<file path="config.mk">
export PLATFORM = sky130hd
export DESIGN_NAME = spsram_ctrl_sm
export DESIGN_NICKNAME = d
export VERILOG_FILES = /design/src/rtl/spsram_ctrl_sm.sv
export SDC_FILE = /design/constraint.sdc
export NUM_CORES = 1
export LEC_CHECK = 0
export CAP_MARGIN = 10
export CORE_MARGIN = 1
export CORE_UTILIZATION = 45
export CTS_CLUSTER_SIZE = 20
export DETAILED_ROUTE_END_ITERATION = 6
export PLACE_DENSITY = 0.85
export SLEW_MARGIN = 0
export SYNTH_ARGS = -nofsm -noshare
export SYNTH_HDL_FRONTEND = slang
export SYNTH_SLANG_ARGS = --single-unit
export TNS_END_PERCENT = 1
</file>
<file path="constraint.sdc">
create_clock -name HCLK -period 2.7 [get_ports HCLK]
set_input_delay 0.54 -clock HCLK [delete_from_list [all_inputs] [get_ports HCLK]]
set_output_delay 0.54 -clock HCLK [all_outputs]
set_load 0.05 [all_outputs]
</file>
<file path="src/rtl/spsram_ctrl_sm.sv">
// SRAM-request backend for two ganged SB_SPRAM256KA primitives (16K x 32).
// Handles byte-to-nibble mask conversion, read capture, completion pulses and standby sequencing.
module spsram_ctrl_sm #(
   parameter int unsigned IDLE_CYCLES = 64,
   parameter int unsigned WAKE_CYCLES = 3
) (
   input  logic        HCLK,
   input  logic        HRESETn,
   input  logic [13:0] sram_addr,
   input  logic        sram_we,
   input  logic        sram_re,
   input  logic [3:0]  sram_maskwe,
   input  logic [31:0] sram_din,
   output logic [31:0] sram_dout,
   output logic        sram_write_done,
   output logic        sram_read_valid,
   output logic        sram_busy,
   output logic [13:0] spram_addr,
   output logic [15:0] spram_din_lo,
   output logic [15:0] spram_din_hi,
   output logic [3:0]  spram_mask_lo,
   output logic [3:0]  spram_mask_hi,
   output logic        spram_wren,
   output logic        spram_cs,
   output logic        spram_standby,
   input  logic [15:0] spram_dout_lo,
   input  logic [15:0] spram_dout_hi
);

   // state   | meaning
   // S_IDLE  | awake, waiting for a request, counting idle cycles
   // S_SLEEP | primitives in standby, waiting for a request
   // S_WAKE  | standby released, waiting WAKE_CYCLES before access
   // S_ACCESS| one-cycle primitive access from latched request
   // S_RDCAP | primitive read data valid, captured at end of cycle
   typedef enum logic [2:0] {
      S_IDLE   = 3'd0,
      S_SLEEP  = 3'd1,
      S_WAKE   = 3'd2,
      S_ACCESS = 3'd3,
      S_RDCAP  = 3'd4
   } state_t;

   localparam int unsigned CW = (IDLE_CYCLES > 0) ? $clog2(IDLE_CYCLES + 1) : 1;
   localparam int unsigned WW = (WAKE_CYCLES > 1) ? $clog2(WAKE_CYCLES) : 1;
   localparam logic [CW-1:0] IDLE_TC = CW'(IDLE_CYCLES);
   localparam logic [WW-1:0] WAKE_LD = WW'(WAKE_CYCLES - 1);

   state_t        r_state;
   state_t        w_state_nxt;
   logic [CW-1:0] r_idle_cnt;
   logic [CW-1:0] w_idle_nxt;
   logic [CW-1:0] w_idle_inc;
   logic [WW-1:0] r_wake_cnt;
   logic [WW-1:0] w_wake_nxt;
   logic          r_op_wr;
   logic [13:0]   r_addr;
   logic [31:0]   r_din;
   logic [3:0]    r_mask;
   logic          r_cs;
   logic          r_wren;
   logic          r_standby;
   logic          r_write_done;
   logic          r_read_valid;
   logic [31:0]   r_dout;
   logic          w_req;
   logic          w_acc_nxt;
   logic          w_acc_wr;
   logic [3:0]    w_acc_mask;

   assign w_req      = (sram_we | sram_re) & ((r_state == S_IDLE) | (r_state == S_SLEEP));
   assign w_idle_inc = (r_idle_cnt == {CW{1'b1}}) ? r_idle_cnt : r_idle_cnt + CW'(1);

   always_comb begin
      w_state_nxt = r_state;
      w_idle_nxt  = r_idle_cnt;
      w_wake_nxt  = r_wake_cnt;
      w_acc_nxt   = 1'b0;
      w_acc_wr    = r_op_wr;
      w_acc_mask  = r_mask;
      case (r_state)
         S_IDLE: begin
            if (w_req) begin
               w_state_nxt = S_ACCESS;
               w_idle_nxt  = '0;
               w_acc_nxt   = 1'b1;
               w_acc_wr    = sram_we;
               w_acc_mask  = sram_maskwe;
            end else begin
               w_idle_nxt = w_idle_inc;
               if ((IDLE_CYCLES != 0) && (w_idle_inc == IDLE_TC))
                  w_state_nxt = S_SLEEP;
            end
         end
         S_SLEEP: begin
            if (w_req) begin
               w_state_nxt = S_WAKE;
               w_wake_nxt  = WAKE_LD;
               w_idle_nxt  = '0;
            end
         end
         S_WAKE: begin
            if (r_wake_cnt == '0) begin
               w_state_nxt = S_ACCESS;
               w_acc_nxt   = 1'b1;
            end else begin
               w_wake_nxt = r_wake_cnt - WW'(1);
            end
         end
         S_ACCESS: w_state_nxt = r_op_wr ? S_IDLE : S_RDCAP;
         S_RDCAP:  w_state_nxt = S_IDLE;
         default:  w_state_nxt = S_IDLE;
      endcase
   end

   always_ff @(posedge HCLK or negedge HRESETn) begin
      if (!HRESETn) begin
         r_state      <= S_IDLE;
         r_idle_cnt   <= '0;
         r_wake_cnt   <= '0;
         r_op_wr      <= 1'b0;
         r_addr       <= '0;
         r_din        <= '0;
         r_mask       <= '0;
         r_cs         <= 1'b0;
         r_wren       <= 1'b0;
         r_standby    <= 1'b0;
         r_write_done <= 1'b0;
         r_read_valid <= 1'b0;
         r_dout       <= '0;
      end else begin
         r_state    <= w_state_nxt;
         r_idle_cnt <= w_idle_nxt;
         r_wake_cnt <= w_wake_nxt;
         if (w_req) begin
            r_op_wr <= sram_we;
            r_addr  <= sram_addr;
            r_din   <= sram_din;
            r_mask  <= sram_maskwe;
         end
         // An all-zero write mask completes without touching the array.
         r_cs         <= w_acc_nxt & (~w_acc_wr | (w_acc_mask != 4'b0000));
         r_wren       <= w_acc_nxt & w_acc_wr;
         r_standby    <= (w_state_nxt == S_SLEEP);
         r_write_done <= (r_state == S_ACCESS) & r_op_wr;
         r_read_valid <= (r_state == S_RDCAP);
         if (r_state == S_RDCAP)
            r_dout <= {spram_dout_hi, spram_dout_lo};
      end
   end

   assign sram_dout       = r_dout;
   assign sram_write_done = r_write_done;
   assign sram_read_valid = r_read_valid;
   assign sram_busy       = (r_state != S_IDLE) && (r_state != S_SLEEP);
   assign spram_addr      = r_addr;
   assign spram_din_lo    = r_din[15:0];
   assign spram_din_hi    = r_din[31:16];
   assign spram_mask_lo   = {r_mask[1], r_mask[1], r_mask[0], r_mask[0]};
   assign spram_mask_hi   = {r_mask[3], r_mask[3], r_mask[2], r_mask[2]};
   assign spram_wren      = r_wren;
   assign spram_cs        = r_cs;
   assign spram_standby   = r_standby;

endmodule
</file>
==> results of run 1 <==
==> worst min path at each step <==
stage	endpoint	slack [ns]	cells past startpoint
floorplan	r_din[0]$_DFFE_PN0P_	0.24	0
global placement	sram_write_done$_DFF_PN0_	0.35	1
detailed placement	sram_write_done$_DFF_PN0_	0.35	1
CTS	r_din[24]$_DFFE_PN0P_	0.48	2
global route	r_din[10]$_DFFE_PN0P_	0.51	2
finish	r_din[24]$_DFFE_PN0P_	0.48	2
==> cells in the final DEF (no fill, tap or decap), drive strengths merged, types with 2 or more instances in the layout <==
cell type	synthesis	layout
a211oi	3	3
a21o	2	2
buf	10	5
clkbuf	10	12
clkdlybuf4s50	0	175
clkinv	0	3
dfrtp	100	100
ha	2	2
inv	8	8
mux2	34	34
nand2	154	154
nand3	6	6
nand3b	2	2
nor2	7	7
nor3	4	4
nor3b	3	3
o21a	3	3
o21ai	10	10
o22ai	3	3
or3	4	4
or4	2	2
xor2	3	3
==> final cells by class <==
| type | count | area, um^2 |
|---|---|---|
| Clock buffer | 12 | 155 |
| Clock inverter | 4 | 33.8 |
| Fill cell | 660 | 2590 |
| Inverter | 8 | 30.0 |
| Multi-Input combinational cell | 259 | 1480 |
| Sequential cell | 100 | 2500 |
| Tap cell | 108 | 135 |
| Timing Repair Buffer | 182 | 1840 |
==> metrics by stage <==
| stage | util (%) | instances |
|---|---|---|
| global route | 70.4 | 673 |
| finish | 70.4 | 673 |
| global placement | 68.1 | 656 |
| floorplan | - | 387 |
| CTS | 70.4 | 673 |
| detailed placement | 68.1 | 656 |
==> repair_timing <==
action                                  CTS  global route
endpoints found under the hold margin     4             0
resized for setup                         0             1
endpoints found under the setup margin    0             1
hold buffers                              1             0
==> logic make-up (layout without fill, tap and decap cells) <==
logic type                 count (synthesis)  after routing  share of synthesized area [%]
buffers and inverters                     28            206                           3.48
xor gates and xnor gates                   4              4                          0.856
adders and majority gates                  2              2                          0.611
DFF                                      100            100                           61.1
muxes                                     34             34                           9.35
and+or+nand+nor                          191            191                           20.1
AOI/OAI and AO/OA                         28             28                           4.49
==> routing by layer <==
| metal | up-vias | track usage [%] |
|---|---|---|
| met3 | 16 | 5.32 |
| met1 | 1590 | 26.8 |
| li1 | 1610 | - |
| met2 | 119 | 36.3 |
| met5 | - | 0 |
| met4 | 0 | 7.24 |
==> state kept, by name, indices dropped and copies added, names as in the netlist <==
name	count
r_din	32
sram_dout	32
spram_addr	14
r_idle_cnt	7
r_mask	4
r_state	3
r_wake_cnt	2
r_op_wr	1
spram_cs	1
spram_standby	1
spram_wren	1
sram_read_valid	1
sram_write_done	1
==> report_power, final <==
part | switching, mW | internal [mW] | leakage [nW]
clock network | 0.504 | 0.392 | 0.0928
registers | 0.444 | 2.18 | 1.22
logic | 3.49 | 1.81 | 1.47
total | 4.44 | 4.38 | 2.78
==> worst max-delay path, delay by kind of cell (launching register included) <==
kind | cells | cell delay [ns]
flops | 1 | 0.59
simple gates | 1 | 0.18
buf+inv | 2 | 0.62
==> qor.yml, run 1 <==
timing:
  fmax_mhz: 439
  hold_viol: 0
  slew-limit-headroom_pct: 25.9
  timing.final.ws_setup_ns: 0.422
  fin_tns_setup_ns: 0
  worstMarginPinSlew_ns: 1.11
  hold_slack_ns: 0.481
  setup_viol: 0
  post-route-period-util_pct: 84.4
  skew_ns: 0.00927
  rsz0062_at_grt: "no"
  final.min_clock_period_ns: 2.28
  drv_slew: 0
clock_network:
  clk_latency_ns: 0.35
  cts_tree: "yes"
  cts_buffer_depth: 2
  cts_setup_buffers: 0
  htreeDepth: 3
  cts.clk_slew.worst_paths_ns: 0.09
  cts_sinks: 100
  cts_root_buffer: "clkbuf_8"
  cts_buffers: 9
synth:
  synth.area.top_cells: "dfrtp_1 61%, nand2_1 14%, mux2_2 9.3%"
  ys_ff_latch: 100
  syn_area_mm2: 0.00410
  yosysMostFrequentCell: "nand2_1"
  netlist.area_leader.share_pct: 61.1
  synth.avg_cell_area_um2: 10.6
  async_flop_share_pct: 100
  synthesis.nets: 475
  yosysSeqAreaShare_pct: 61.1
  synth_cell_types: 43
  synth-edff-count: 0
  syn-instance-count: 387
  yosys_warnings: 0
  yosys-top-cells-count: "154 x nand2_1, 100 x dfrtp_1, 34 x mux2_2"
  synth_top_flop_cell: "dfrtp_1"
  netlist.top_cell.by_area: "dfrtp_1"
setup_path:
  startpoint: "r_state[1]$_DFF_PN0_"
  cp.arrival_ns: 1.74
  endpoint: "sram_busy"
  r2r_slack_ns: 0.45
  cp-start-kind: "flop"
  rr_worst_depth: 5
  critPathSlowestCell: "dfrtp_1"
  r2r_start: "r_state[1]$_DFF_PN0_"
  reg2reg_to: "r_wake_cnt[1]$_DFFE_PN0P_"
  cp_cell_sequence: "nor2_1 -> inv_1 -> dlymetal6s2s_1"
  cp_max_fo: 12
  cp_slowest_stage_delay_ns: 0.59
  worstSetupEndpointType: "output port"
  critical_path_required_ns: 2.16
  path_class: "flop to output port"
grt:
  antenna_found_initial: 0
  grt_usage_pct: 21.4
  grt_pass1_vias: 3386
  grt_pass1_wl_mm: 16.4
  grt_max_degree: 56
  overflow: 0
pwr:
  leakage_nw: 2.78
  power.density_mw_per_mm2: 1430
  power_mw: 8.82
  ir_worst_vdd_uv: 838
floorplanning:
  fp.dieW_um: 97.4
  initial_utilization_pct: 46.7
  io_pins: 178
  core_mm2: 0.00876
  fp-row-count: 34
  dieArea_mm2: 0.00949
  die_h_um: 97.4
drt:
  first_pass_iters: 4
  met3_length_um: 626
  wl_mm: 9.73
  route.met2.wl_mm: 5.02
  ant_nets: 0
  met1_length_mm: 3.92
  drc: 0
  route.vias.total: 3335
  vias_per_cell: 4.96
  highest_layer: "met4"
  drt_iter0_drc: 109
  post_drt_wl_per_cell_um: 14.5
final_layout:
  nets: 648
  syn_to_final_growth_pct: 50.6
  antennaDiodeCount: 0
  drive_gt1_share_pct: 10.4
  finalInstanceArea_mm2: 0.00617
min_path:
  hp-start: "r_din[24]$_DFFE_PN0P_"
  min_path_type: "flop to flop"
placed_design:
  place.port_buffers: 177
  placed_cell_area_mm2: 0.00597
  dp_slack_ns: 0.175
  post-dp-hpwl_mm: 7.05
  place_congestion: 0.777
run:
  cap_violations: 0
status:
  outcome: "finished, final reports clean"
(Power assumes the default switching activity.)
==> run 2, diff against run 1 <==
- CORE_UTILIZATION: 45 -> 42
- PLACE_DENSITY: 0.85 -> 0.8
- clock period: 2.7 -> 2.2 ns (I/O delays scaled with it)
==> qor.yml, run 2 (synthesized netlist as in run 1, its figures left out) <==
status:
  outcome: "finished, final reports clean"
floorplanning:
  io_pins: 178
  die_h_um: 101
  initial_utilization_pct: 43.9
  core_mm2: 0.00933
  dieArea_mm2: 0.0101
  fp.dieW_um: 101
  fp-row-count: 35
clock_network:
  htreeDepth: 3
  cts_tree: "yes"
  cts.clk_slew.worst_paths_ns: 0.09
  postCtsHoldBufs: 0
  cts_root_buffer: "clkbuf_8"
  cts_buffer_depth: 2
  cts_setup_buffers: 0
  clk_latency_ns: 0.35
  cts_sinks: 100
  cts_buffers: 9
  cts_resized: 0
setup_path:
  cp_max_fo: 4
  cp_top_family: "buffers and inverters"
  cp_slowest_stage_delay_ns: 0.83
  endpoint: "spram_mask_hi[2]"
  startpoint: "r_mask[3]$_DFF_PN0_"
  r2r_start: "r_state[1]$_DFF_PN0_"
  path_buf_inv: 1
  worstSetupEndpointType: "output port"
  path_class: "flop to output port"
  r2r_slack_ns: 0.36
  rr_worst_depth: 5
  reg2reg_to: "spram_cs$_DFF_PN0_"
  cp.depth: 1
  cp.arrival_ns: 1.59
  cp_cell_sequence: "clkdlybuf4s50_1"
  critPathSlowestCell: "clkdlybuf4s50_1"
  critical_path_required_ns: 1.76
  cp-start-kind: "flop"
timing:
  hold_viol: 0
  drv_slew: 0
  final.min_clock_period_ns: 2.03
  slew-limit-headroom_pct: 62.3
  worstMarginPinSlew_ns: 0.564
  skew_ns: 0.00931
  fin_tns_setup_ns: 0
  post-route-period-util_pct: 92.1
  rsz0062_at_grt: "no"
  fmax_mhz: 494
  setup_viol: 0
final_layout:
  final_common_cell: "clkdlybuf4s50_1"
  fillers: 762
  mostFrequentLayoutCells: "175 x clkdlybuf4s50_1, 154 x nand2_1, 100 x dfrtp_1"
  nets: 653
  fin_cells: 698
  drive_gt1_share_pct: 11.6
  antennaDiodeCount: 0
  syn_to_final_growth_pct: 52.0
placed_design:
  place_congestion: 0.825
  post-place-cells: 683
  place.port_buffers: 177
  post-dp-hpwl_mm: 7.32
drt:
  ant_nets: 0
  first_pass_iters: 4
  post_drt_wl_per_cell_um: 14.0
  drt_iter0_drc: 88
  drc: 0
  wl_mm: 9.79
  vias_per_cell: 4.80
  route.vias.total: 3351
grt:
  grt_pass1_wl_mm: 16.4
  grt_max_degree: 53
  met1_usage_pct: 23.4
  grt_busiest_layer: "met2"
  antenna_found_initial: 0
  grt_pass1_vias: 3638
  grt_usage_pct: 20.5
  grt_use_met3_pct: 5.20
  use_met2_pct: 36.7
  overflow: 0
pwr:
  leakage_nw: 2.79
  power.density_mw_per_mm2: 1740
  ir_worst_vdd_uv: 937
min_path:
  min_path_type: "input port to asynchronous set/reset pin"
run:
  cap_violations: 0
[run 2: cell count changes in the layout (fill, tap and decap cells not counted), sizes merged]
cell | before | now
dlymetal6s2s | 1 | 0
buf | 5 | 12
clkbuf | 12 | 10
clkinvlp | 1 | 4
dlygate4sd3 | 1 | 0
clkinv | 3 | 1
[run 2: how the worst min path moves through the flow]
stage / startpoint / end / slack (ns) / cells past startpoint
2_1_floorplan: HRESETn / r_din[0]$_DFFE_PN0P_ / 0.14 / 0
3_3_place_gp: HRESETn / sram_dout[19]$_DFFE_PN0P_ / 0.42 / 1
3_5_place_dp: HRESETn / sram_dout[19]$_DFFE_PN0P_ / 0.42 / 1
4_1_cts: HRESETn / sram_dout[11]$_DFFE_PN0P_ / 0.03 / 1
5_1_grt: HRESETn / sram_dout[8]$_DFFE_PN0P_ / 0.06 / 1
6_report: HRESETn / sram_dout[19]$_DFFE_PN0P_ / 0.04 / 1
[run 2: through the flow]
stage	instance area (um^2)	utilization (%)	setup slack, ns	hold slack [ns]	power (mW)
after CTS	6220	66.7	0.141	0.0334	11.0
after global placement	6050	64.8	0.0611	0.422	9.73
after detailed placement	6050	64.8	0.0220	0.423	9.88
after global routing	6220	66.7	0.103	0.0575	11.5
after floorplan	4100	-	0.542	0.144	7.53
final	6220	66.7	0.174	0.0383	10.8
[run 2: final cells by class]
cell class                 count  area [um^2]  area share [%]
multi-input combinational    259         1480            23.7
sequential                   100         2500            40.2
clock buffer                  10          138            2.21
inverter                       8         30.0           0.482
tap                          129          161            2.59
timing repair buffer         187         1880            30.2
clock inverter                 5         38.8           0.623
[run 2: power by group]
group / total, mW / switching [mW] / leakage [nW] / internal [mW]
Sequential: 3.19 / 0.509 / 1.22 / 2.68
Combinational: 6.60 / 4.31 / 1.49 / 2.29
Clock: 1.04 / 0.607 / 0.0766 / 0.438
Total: 10.8 / 5.43 / 2.79 / 5.41
[run 2: metal layers]
| layer | up-vias | wire, um |
|---|---|---|
| met5 | - | 0 |
| met4 | 0 | 187 |
| met3 | 18 | 739 |
| met2 | 126 | 5020 |
| met1 | 1593 | 3840 |
| li1 | 1614 | - |
